<file path="src/rtl/multi_phase_traffic_controller.sv">
// -----------------------------------------------------------------------------
// multi_phase_traffic_controller
//
// Round-robin traffic light controller for NUM_DIRS approaches. Each approach
// is served by a green phase followed by yellow and an all-red clearance.
// With SKIP_EMPTY set, directions without demand are skipped and a green with
// no local traffic ends early (gap-out) once its minimum length has elapsed.
// With no competing traffic the green rests. Emergency requests preempt the
// current green. The controller always passes through yellow and all-red
// before serving an emergency on another approach. Emergency green is held for
// as long as the request on that approach persists.
//
// Ports
//   clk          system clock, rising edge
//   rst_n        asynchronous active-low reset
//   demand       per-direction vehicle presence (synchronous level)
//   emg_req      per-direction emergency request (synchronous level)
//   red          per-direction red lamp
//   yellow       per-direction yellow lamp
//   green        per-direction green lamp
//   active_dir   direction currently served
//   emg_active   high while an emergency green is shown
//   state_debug  state encoding: 0 green, 1 yellow, 2 all-red, 3 emergency green
// -----------------------------------------------------------------------------
module multi_phase_traffic_controller #(
   parameter int NUM_DIRS        = 4,
   parameter int COUNTER_WIDTH   = 32,
   parameter int GREEN_TICKS     = 50000000,
   parameter int MIN_GREEN_TICKS = 10000000,
   parameter int YELLOW_TICKS    = 5000000,
   parameter int ALLRED_TICKS    = 1000000,
   parameter int EMG_GREEN_TICKS = 80000000,
   parameter int SKIP_EMPTY      = 1,
   localparam int DIR_W          = (NUM_DIRS > 1) ? $clog2(NUM_DIRS) : 1
) (
   input  logic                clk,
   input  logic                rst_n,
   input  logic [NUM_DIRS-1:0] demand,
   input  logic [NUM_DIRS-1:0] emg_req,
   output logic [NUM_DIRS-1:0] red,
   output logic [NUM_DIRS-1:0] yellow,
   output logic [NUM_DIRS-1:0] green,
   output logic [DIR_W-1:0]    active_dir,
   output logic                emg_active,
   output logic [1:0]          state_debug
);

   typedef enum logic [1:0] {
      S_GREEN     = 2'd0,
      S_YELLOW    = 2'd1,
      S_ALLRED    = 2'd2,
      S_EMG_GREEN = 2'd3
   } state_t;

   // Terminal timer values: a phase of length X ends when the timer reads X-1.
   localparam logic [COUNTER_WIDTH-1:0] GREEN_LAST  = COUNTER_WIDTH'(GREEN_TICKS - 1);
   localparam logic [COUNTER_WIDTH-1:0] MIN_LAST    = COUNTER_WIDTH'(MIN_GREEN_TICKS - 1);
   localparam logic [COUNTER_WIDTH-1:0] YELLOW_LAST = COUNTER_WIDTH'(YELLOW_TICKS - 1);
   localparam logic [COUNTER_WIDTH-1:0] ALLRED_LAST = COUNTER_WIDTH'(ALLRED_TICKS - 1);
   localparam logic [COUNTER_WIDTH-1:0] EMG_LAST    = COUNTER_WIDTH'(EMG_GREEN_TICKS - 1);
   localparam bit                       SKIP        = (SKIP_EMPTY != 0);

   state_t                   state;
   logic [COUNTER_WIDTH-1:0] timer;
   logic [DIR_W-1:0]         cur_dir;
   logic [DIR_W-1:0]         tgt_dir;
   logic                     tgt_emg;
   // Set only during the clearance that follows reset, so that the first
   // normal green always goes to direction 0.
   logic                     boot;

   logic [NUM_DIRS-1:0]      cur_onehot;
   logic                     other_demand;
   logic [DIR_W-1:0]         pick_dir;
   logic                     pick_emg;

   assign cur_onehot   = NUM_DIRS'(1) << cur_dir;
   assign other_demand = |(demand & ~cur_onehot);

   // Next direction to serve. The loops run from the far end toward the
   // preferred end so that the last hit (lowest emergency index, or nearest
   // demanding direction after cur_dir) is the one that sticks.
   always_comb begin
      pick_dir = DIR_W'((int'(cur_dir) + 1) % NUM_DIRS);
      pick_emg = 1'b0;
      if (|emg_req) begin
         pick_emg = 1'b1;
         for (int d = NUM_DIRS - 1; d >= 0; d--) begin
            if (emg_req[d]) pick_dir = DIR_W'(d);
         end
      end else if (SKIP) begin
         for (int k = NUM_DIRS; k >= 1; k--) begin
            if (demand[DIR_W'((int'(cur_dir) + k) % NUM_DIRS)])
               pick_dir = DIR_W'((int'(cur_dir) + k) % NUM_DIRS);
         end
      end
   end

   always_ff @(posedge clk or negedge rst_n) begin
      if (!rst_n) begin
         state   <= S_ALLRED;
         timer   <= '0;
         cur_dir <= '0;
         tgt_dir <= '0;
         tgt_emg <= 1'b0;
         boot    <= 1'b1;
      end else begin
         case (state)
            S_GREEN: begin
               if (emg_req[cur_dir]) begin
                  // Emergency on the approach already green: no lamp change.
                  state <= S_EMG_GREEN;
                  timer <= '0;
               end else if (|emg_req) begin
                  // Preemption ignores the minimum green.
                  state <= S_YELLOW;
                  timer <= '0;
               end else if (SKIP && timer >= MIN_LAST && !demand[cur_dir] && other_demand) begin
                  state <= S_YELLOW;
                  timer <= '0;
               end else if (timer == GREEN_LAST) begin
                  // Rest in green (timer saturated) while nobody else waits.
                  if (!(SKIP && !other_demand)) begin
                     state <= S_YELLOW;
                     timer <= '0;
                  end
               end else begin
                  timer <= timer + COUNTER_WIDTH'(1);
               end
            end

            S_YELLOW: begin
               tgt_dir <= pick_dir;
               tgt_emg <= pick_emg;
               if (timer == YELLOW_LAST) begin
                  state <= S_ALLRED;
                  timer <= '0;
               end else begin
                  timer <= timer + COUNTER_WIDTH'(1);
               end
            end

            S_ALLRED: begin
               if (boot && !pick_emg) begin
                  tgt_dir <= '0;
                  tgt_emg <= 1'b0;
               end else begin
                  tgt_dir <= pick_dir;
                  tgt_emg <= pick_emg;
               end
               if (timer == ALLRED_LAST) begin
                  cur_dir <= tgt_dir;
                  state   <= tgt_emg ? S_EMG_GREEN : S_GREEN;
                  timer   <= '0;
                  boot    <= 1'b0;
               end else begin
                  timer <= timer + COUNTER_WIDTH'(1);
               end
            end

            S_EMG_GREEN: begin
               if (timer >= EMG_LAST && !emg_req[cur_dir]) begin
                  state <= S_YELLOW;
                  timer <= '0;
               end else if (timer < EMG_LAST) begin
                  timer <= timer + COUNTER_WIDTH'(1);
               end
            end

            default: begin
               state <= S_ALLRED;
               timer <= '0;
            end
         endcase
      end
   end

   // Lamps decode straight from the registered state so an asynchronous reset
   // shows all-red without waiting for a clock edge.
   assign green       = (state == S_GREEN || state == S_EMG_GREEN) ? cur_onehot : '0;
   assign yellow      = (state == S_YELLOW) ? cur_onehot : '0;
   assign red         = ~(green | yellow);
   assign active_dir  = cur_dir;
   assign emg_active  = (state == S_EMG_GREEN);
   assign state_debug = state;

endmodule

</file>
<file path="config.mk">
export PLATFORM = sky130hd
export DESIGN_NAME = multi_phase_traffic_controller
export DESIGN_NICKNAME = d
export VERILOG_FILES = /design/src/rtl/multi_phase_traffic_controller.sv
export SDC_FILE = /design/constraint.sdc
export NUM_CORES = 1
export LEC_CHECK = 0
export CORE_ASPECT_RATIO = 0.7
export CORE_UTILIZATION = 51
export DETAILED_ROUTE_END_ITERATION = 10
export PLACE_DENSITY = 0.7
export SLEW_MARGIN = 20
export SYNTH_ARGS = -nofsm -noshare
export SYNTH_HDL_FRONTEND = slang
export SYNTH_SLANG_ARGS = --single-unit
</file>
<file path="constraint.sdc">
create_clock -name clk -period 4 [get_ports clk]
set_input_delay 0.8 -clock clk [delete_from_list [all_inputs] [get_ports clk]]
set_output_delay 0.8 -clock clk [all_outputs]
set_load 0.1 [all_outputs]
</file>
# Yosys cells after proc, flatten, opt, wreduce, memory -nomap -nowiden
# Index checks and enable logic that the tools add are counted.
[classes]
n_addsub = 5
order_cmp = 8
eq_ne = 13
shifts = 1
mux = 52
bitwise = 4
n_reduce_logical = 15
[op_table]
columns = ["operator", "count"]
rows = [
  ["32-bit two-way mux", 9],
  ["32-bit one-hot mux with 4 select lines", 1],
  ["2-bit two-way mux", 19],
  ["32-bit by 1-bit adder with 32-bit output (second input constant)", 1],
  ["32-bit by 20-bit == test with 1-bit output (second input constant)", 1],
  ["32-bit by 23-bit == test with 1-bit output (second input constant)", 1],
  ["32-bit by 26-bit == test with 1-bit output (second input constant)", 1],
  ["32-bit by 24-bit >= comparator with 1-bit output (second input constant)", 1],
  ["32-bit by 27-bit >= comparator with 1-bit output (second input constant)", 1],
  ["32-bit by 27-bit less-than comparator with 1-bit output (second input constant)", 1],
  ["2-bit by 4-bit less-than comparator with 1-bit output (second input constant)", 4],
  ["1-bit binary-select mux with 2-bit select", 6],
  ["1-bit two-way mux", 12],
  ["5-bit inequality test (second input constant)", 2],
  ["4-bit two-way mux", 2],
  ["4-bit NOT", 2],
  ["2-bit one-hot mux with 4 select lines", 1],
  ["4-bit OR reduction", 2],
  ["6-bit inequality test (second input constant)", 1],
  ["5-bit AND reduction", 1],
  ["2-bit by 1-bit adder with 2-bit output (second input constant)", 2],
  ["2-bit adder (second input constant)", 2],
  ["4-bit AND", 1],
  ["2-bit == test (second input constant)", 2],
  ["other kinds (15)", 22],
]
[totals]
regBits = 40
out_inout_bits = 17
word_cells = 104

# Depth between registers and ports, before layout
# Gate-level depths: netlist of run 1.
[logic_depth]
depth_word = 11
depth_mapped = 12
mapped_depth_nobuf = 10

# Worst setup path before layout of run 1
# Ideal clock, no wire load.
[synth_path]
path_type = "reg-to-output"
from = "reg state[0] (netlist: state_debug[0])"
to = "out red[2]"
arrival_ns = 3.961
t_required_ns = 3.200
setup_slack_ns = -0.761
path_stages_with_launch = 6
path_buffers = 1
cell_sequence = "dfrtp_1 > inv_1 > ha_1 > clkbuf_1 > nor2b_1 > nor2_1"
[synth_via]
elab_chain_cells = 5
elab_cells_between_ends = 8
cone_classes = "eq/ne (2); mux (2); bitwise (2); reduce/logical (2)"
[synth_rtl]
columns = ["element", "line", "rtl"]
rows = [
  ["start, declared", "63", "state_t state;"],
  ["start signal, assigned", "153", "state <= tgt_emg ? S_EMG_GREEN : S_GREEN;"],
  ["2-bit == test / 2-bit logical NOT (equally long branches)", "180", "assign green = (state == S_GREEN || state == S_EMG_GREEN) ? cur_onehot : '0;"],
  ["1-bit logical OR *", "180", ""],
  ["4-bit two-way mux *", "180", ""],
  ["via green[2]", "42", "output logic [NUM_DIRS-1:0] green,"],
  ["4-bit OR *", "182", "assign red = ~(green | yellow);"],
  ["4-bit NOT *", "182", ""],
  ["end, declared", "40", "output logic [NUM_DIRS-1:0] red,"],
]
# Mark *: on every way through the listed nets, which the timed path passes. The rest lies on a longest branch.

# Worst setup path in the final report of run 1
[layout_path]
from = "in demand[3]"
to = "reg timer[27]"
[layout_via]
elab_chain_cells = 9
elab_cells_between_ends = 13
cone_classes = "eq/ne (1); mux (6); bitwise (1); reduce/logical (5)"
[layout_rtl]
columns = ["element", "line", "rtl"]
rows = [
  ["start, declared", "38", "input logic [NUM_DIRS-1:0] demand,"],
  ["1-bit binary-select mux with 2-bit select", "118", "end else if (SKIP && timer >= MIN_LAST && !demand[cur_dir] && other_demand) begin"],
  ["1-bit two-way mux (implied by the code)", "118", ""],
  ["1-bit logical NOT", "118", ""],
  ["1-bit logical AND (2 in a row)", "118", ""],
  ["32-bit two-way mux", "118", ""],
  ["32-bit two-way mux", "114", "end else if (|emg_req) begin"],
  ["32-bit two-way mux", "110", "if (emg_req[cur_dir]) begin"],
  ["32-bit one-hot mux with 4 select lines", "108", "case (state)"],
  ["end signal, assigned", "128", "timer <= timer + COUNTER_WIDTH'(1);"],
  ["end signal, assigned", "139", "timer <= timer + COUNTER_WIDTH'(1);"],
  ["end signal, assigned", "157", "timer <= timer + COUNTER_WIDTH'(1);"],
  ["end, declared", "64", "logic [COUNTER_WIDTH-1:0] timer;"],
]
# Parallel ways exist; a longest one is shown, timed or not. The select of a mux whose other input is x is not followed.
# A chain may end at the register's enable or synchronous reset.

==> flow_summary.yaml, run 1 <==
critical_path:
  cp.required_ps: 4180
  worstPathMaxFanout: 36
  worstSetupPathType: "in2reg"
  path_buf_inv: 2
  startpoint_type: "input port"
  arrival_ps: 3460
  crit_start: "demand[3]"
  worstPathCellList: "clkdlybuf4s50_1, inv_1, o22ai_1, a221oi_1, a211oi_1, or3_1, o21ai_4, nand2_4, o311ai_0"
  cp_num_cells: 9
  cp_slowest_cell: "clkdlybuf4s50_1"
  path_delay_family: "compound AO/OA/AOI/OAI gates"
  cp-end-kind: "register"
  slowest_delay_ps: 540
  r2r_cells: 9
  worstReg2RegStart: "timer[0]$_DFFE_PN0P_"
sta:
  fin_skew_ps: 10.6
  maxSlewHeadroom_pct: 34.4
  hold_viol_final: 0
  worstMarginPinSlew_ps: 980
  fmax_mhz: 305
  min_period_ps: 3280
  period_share_pct: 82.0
  worst_slack_ps: 718
  drv_slew: 0
  setup_viol: 0
  tns_ps: 0
  rsz0062_at_grt: "false"
global_route:
  grt_max_degree: 41
  grt_pass1_wl_um: 13200
  grt_use_total_pct: 28.1
  grt_pass1_vias: 2524
  overflow: 0
  antenna_found_initial: 0
logic_synthesis:
  synthXorXnorAreaFrac_pct: 0
  synth_seq_cells: 40
  synth_cells: 363
  muxShareOfSynthArea_pct: 2.95
  synth_top_family_by_area: "simple AND/OR/NAND/NOR gates"
  syn_area_per_cell_um2: 8.17
  synth_area_um2: 2970
  syn_nets: 382
  synth_compound_area_share_pct: 22.7
  ys_warn_count: 0
  synth_edf_count: 0
  yosysSeqAreaShare_pct: 33.8
  synth_top_area_share_pct: 32.1
  synth_area_leaders: "dfrtp_1, nand2_1, nand3_1"
  ys.flop_type: "dfrtp_1"
  synth_top_area_cell: "dfrtp_1"
  synth_fa_ha_area_share_pct: 3.80
  synthArstFlopShare_pct: 100
  synthDistinctLibCells: 57
  synth-simple-area-share_pct: 30.3
detailed_routing:
  wl_per_cell_um: 17.2
  met1_length_um: 3980
  drt_first_iter_violations: 285
  first_pass_iters: 4
  vias: 2843
  wl_um: 7700
  maxUsedRoutingLayer: "met4"
  wl_met3_um: 664
  vias_per_cell: 6.33
  final_antenna_net_count: 0
  drc_errors: 0
  wl_met2_um: 3000
cts:
  clk_pin_slew_ps: 80
  cts_root_buf: "clkbuf_8"
  cts_hold_buf: 0
  cts.htree.levels: 2
  insertion_delay_ps: 300
  numCtsBuffers: 5
  cts_tree: "yes"
  cts_setup_buffers: 0
  cts_resized: 0
  clock_path_buffers: 2
  cts.sinks: 40
placed_design:
  dp_hpwl_um: 5630
  gp_congestion: 0.953
  dpl_cell_area_um2: 3210
  port_buffers: 26
  pre_cts_ws_ps: 437
layout:
  finalNetCount: 395
  fillCellCount: 482
  stdcell_area_um2: 3310
  antenna_cells: 0
  drive_above_1_share_pct: 13.0
  syn2layout_area_growth_pct: 11.4
outcome:
  status: "finished clean"
power_and_ir_drop:
  power_leakage_uw: 0.00129
  irDropWorstVdd_v: 0.000181
  p_per_area_nw_per_um2: 219
worst_hold_path:
  min_from: "tgt_dir[0]$_DFFE_PN0P_"
  min_path_type: "reg2reg"
  min_path_cells: 2
floorplan:
  die_w_um: 93.2
  core_area_um2: 5420
  dieArea_um2: 6130
  rows: 22
  fp.dieH_um: 65.8
  pin_count: 27
  initial_core_util_pct: 54.7
job:
  cap_violations: 0
-- synthesized netlist by cell type, drive strengths merged, types with 4 or more instances --
| library cell | count |
|---|---|
| a21oi | 17 |
| buf | 12 |
| nor4 | 6 |
| nand4 | 11 |
| o22ai | 6 |
| and2 | 8 |
| dfrtp | 38 |
| nand2 | 49 |
| inv | 21 |
| o21ai | 16 |
| a21o | 8 |
| clkbuf | 11 |
| nand3 | 34 |
| or2 | 4 |
| and3 | 5 |
| nor2b | 5 |
| nor3 | 8 |
| o311ai | 15 |
| ha | 9 |
| a22o | 7 |
| nor2 | 24 |
-- worst paths after layout --
path                                              end  slack, ps
max in group asynchronous       timer[18]$_DFFE_PN0P_       2820
hold / removal              active_dir[0]$_DFFE_PN0P_        480
setup / recovery                timer[27]$_DFFE_PN0P_        720
setup reg to reg                timer[27]$_DFFE_PN0P_        740
hold reg to reg             active_dir[0]$_DFFE_PN0P_        480
min in group asynchronous  state_debug[0]$_DFFE_PN0P_        620
-- registers in the layout (all words and copies together) (netlist names) --
name,cells
active_dir,2
timer,32
state_debug,2
boot,1
tgt_emg,1
tgt_dir,2
-- cells in the final DEF, fill, tap and decap left out, types with 6 or more instances in the layout --
master / netlist / final
a21o_1: 8 / 8
nand2_1: 48 / 48
ha_1: 9 / 9
clkbuf_8: 0 / 6
nor2_1: 24 / 18
nand4_1: 11 / 11
inv_1: 21 / 21
nor3_1: 8 / 8
nor4_1: 6 / 6
o311ai_0: 8 / 8
nand3_1: 34 / 34
o22ai_1: 6 / 6
dfrtp_1: 38 / 38
clkdlybuf4s50_1: 0 / 13
a22o_1: 7 / 7
nor2_2: 0 / 6
and2_1: 7 / 7
o21ai_0: 15 / 15
buf_4: 0 / 15
a21oi_1: 16 / 16
-- report_power, final --
group	internal, uW	switching, uW
Combinational	14.8	20.0
Sequential	406	0.766
Clock	138	144
-- worst reg2reg max path: cells and delay by family (launching register included) --
kind	cells	cell delay, ps
adder cells (fa/ha/maj)	1	290
flip-flops	1	410
AND/OR/NAND/NOR	2	530
AO/OA/AOI/OAI	6	1920
-- cell families after synthesis --
kind of cell,Yosys count
adder cells (fa/ha/maj),9
multiplexers,5
AO/OA/AOI/OAI,92
buffers and inverters,44
AND/OR/NAND/NOR,173
flip-flops,40
-- routing by layer --
layer / GRT usage [%] / up-vias
met2: 34.7 / 109
li1: - / 1370
met3: 7.93 / 8
met5: 0 / -
met4: 4.62 / 0
met1: 46.7 / 1356
-- per-stage QoR --
step	instances	hold WS (ps)	util [%]	total power [uW]
floorplan	363	450	-	426
global placement	441	458	59.3	449
detailed placement	441	467	59.3	449
CTS	449	484	61.0	729
global route	449	518	61.0	757
finish	449	481	61.0	723
-- area by class of cell --
type	count	area, um^2	area share [%]
Sequential cell	40	1000	30.4
Multi-Input combinational cell	279	1790	54.2
Inverter	21	78.8	2.38
Clock buffer	6	82.6	2.50
Clock inverter	2	10.0	0.303
Timing Repair Buffer	29	248	7.49
Tap cell	72	90.1	2.73
No activity file was read; power rests on OpenSTA's default activity.
==> run 2, diff against run 1 <==
Clock period 4 ns to 3.1 ns, I/O delays scaled along.
==> flow_summary.yaml, run 2 (synthesis results as in run 1) <==
outcome:
  status: "finished clean"
placed_design:
  dpl_cell_area_um2: 3400
  pre_cts_ws_ps: 188
  dp_hpwl_um: 6120
  port_buffers: 26
  gp_congestion: 1.02
detailed_routing:
  final_antenna_net_count: 0
  wl_met3_um: 768
  drt_first_iter_violations: 319
  vias: 2995
  first_pass_iters: 6
  maxUsedRoutingLayer: "met4"
  wl_met2_um: 3270
  wl_um: 8200
  met1_length_um: 4100
  vias_per_cell: 6.53
  wl_per_cell_um: 17.9
  drc_errors: 0
job:
  cap_violations: 0
floorplan:
  initial_core_util_pct: 54.7
  rows: 22
  die_w_um: 93.2
  pin_count: 27
  core_area_um2: 5420
  dieArea_um2: 6130
  fp.dieH_um: 65.8
sta:
  worstMarginPinSlew_ps: 862
  fin_skew_ps: 11.4
  rsz0062_at_grt: "false"
  worst_slack_ps: 221
  hold_viol_final: 0
  period_share_pct: 92.9
  setup_viol: 0
  whs_ps: 424
  fmax_mhz: 347
  min_period_ps: 2880
  drv_slew: 0
  maxSlewHeadroom_pct: 42.5
  tns_ps: 0
critical_path:
  worstPathMaxFanout: 25
  cp.required_ps: 3290
  startpoint_type: "register"
  cp-end-kind: "register"
  arrival_ps: 3070
  worstReg2RegEnd: "timer[3]$_DFFE_PN0P_"
  worstSetupPathType: "reg2reg"
  worstReg2RegStart: "timer[0]$_DFFE_PN0P_"
  rrSetupSlack_ps: 220
  r2r_cells: 10
power_and_ir_drop:
  irDropWorstVdd_v: 0.000203
  power_leakage_uw: 0.00140
  p_per_area_nw_per_um2: 285
cts:
  insertion_delay_ps: 300
  cts_root_buf: "clkbuf_8"
  cts.htree.levels: 2
  cts.sinks: 40
  cts_tree: "yes"
  cts_resized: 0
  clk_pin_slew_ps: 90
  clock_path_buffers: 2
  cts_hold_buf: 0
  numCtsBuffers: 5
  cts_setup_buffers: 0
layout:
  fillCellCount: 465
  mostFrequentLayoutCells: "nand2_1, dfrtp_1, nand3_1"
  final_common_cell: "nand2_1"
  drive_above_1_share_pct: 17.8
  finalCoreUtilization_pct: 64.7
  seq_area_um2: 1010
  syn2layout_area_growth_pct: 18.3
  top_register: "timer"
  largest_reg_flops: 32
  finalNetCount: 405
  multi_input_area_um2: 1840
  antenna_cells: 0
  stdcell_area_um2: 3510
global_route:
  grt_max_degree: 41
  grt_pass1_vias: 2554
  grt_pass1_wl_um: 13400
  antenna_found_initial: 0
  overflow: 0
  grt_use_total_pct: 28.7
worst_hold_path:
  min_path_type: "in2async"
-- run 2: power by group --
group          internal (uW)  switching [uW]  leakage (uW)  total (uW)
Clock                    238             194     0.0000541         432
Combinational           19.1            24.9      0.000891        43.9
Sequential               523            1.20      0.000451         524
-- run 2: worst max path at each step --
stage                                          from                     end  slack [ps]  cells after the start
after global placement         timer[0]$_DFFE_PN0P_    timer[3]$_DFFE_PN0P_         270                     10
final                          timer[0]$_DFFE_PN0P_    timer[3]$_DFFE_PN0P_         220                     10
after global routing           timer[0]$_DFFE_PN0P_    timer[3]$_DFFE_PN0P_           9                     10
after floorplan           active_dir[0]$_DFFE_PN0P_  tgt_dir[0]$_DFFE_PN0P_          30                     12
after detailed placement                  demand[3]   timer[29]$_DFFE_PN0P_         190                      9
after CTS                      timer[0]$_DFFE_PN0P_    timer[3]$_DFFE_PN0P_         250                     10
-- run 2: cell type report --
type	instances	area share, %
flip-flops and latches	40	28.8
clock inverters	3	1.21
well taps	72	2.57
clock buffers	5	1.96
multi-input cells	279	52.3
inverters	21	2.25
repair buffers	39	11.0
-- run 2: critical path: stages (launching register included) --
cell,delay [ps]
dfrtp_1,400
ha_1,280
nand4_1,220
o311ai_0,410
a31oi_1,190
o311a_1,360
a21oi_2,220
o21ai_4,100
buf_12,170
and2_4,190
a22o_1,220
-- run 2: through the flow --
| stage | std cells | power, uW |
|---|---|---|
| final | 459 | 1000 |
| after global routing | 459 | 1030 |
| after CTS | 459 | 1000 |
| after detailed placement | 451 | 579 |
| after global placement | 451 | 578 |
| after floorplan | 363 | 549 |
-- run 2: layer usage --
layer / track usage [%] / up-vias
met3: 7.01 / 13
li1: - / 1396
met4: 5.96 / 0
met2: 38.1 / 164
met5: 0 / -
met1: 46.0 / 1422
==> run 3, diff against run 2 <==
Settings changed: CTS_CLUSTER_DIAMETER set to 30.
==> results of run 3 <==
No change in the layout: final DEF, timing and power equal those of run 2.
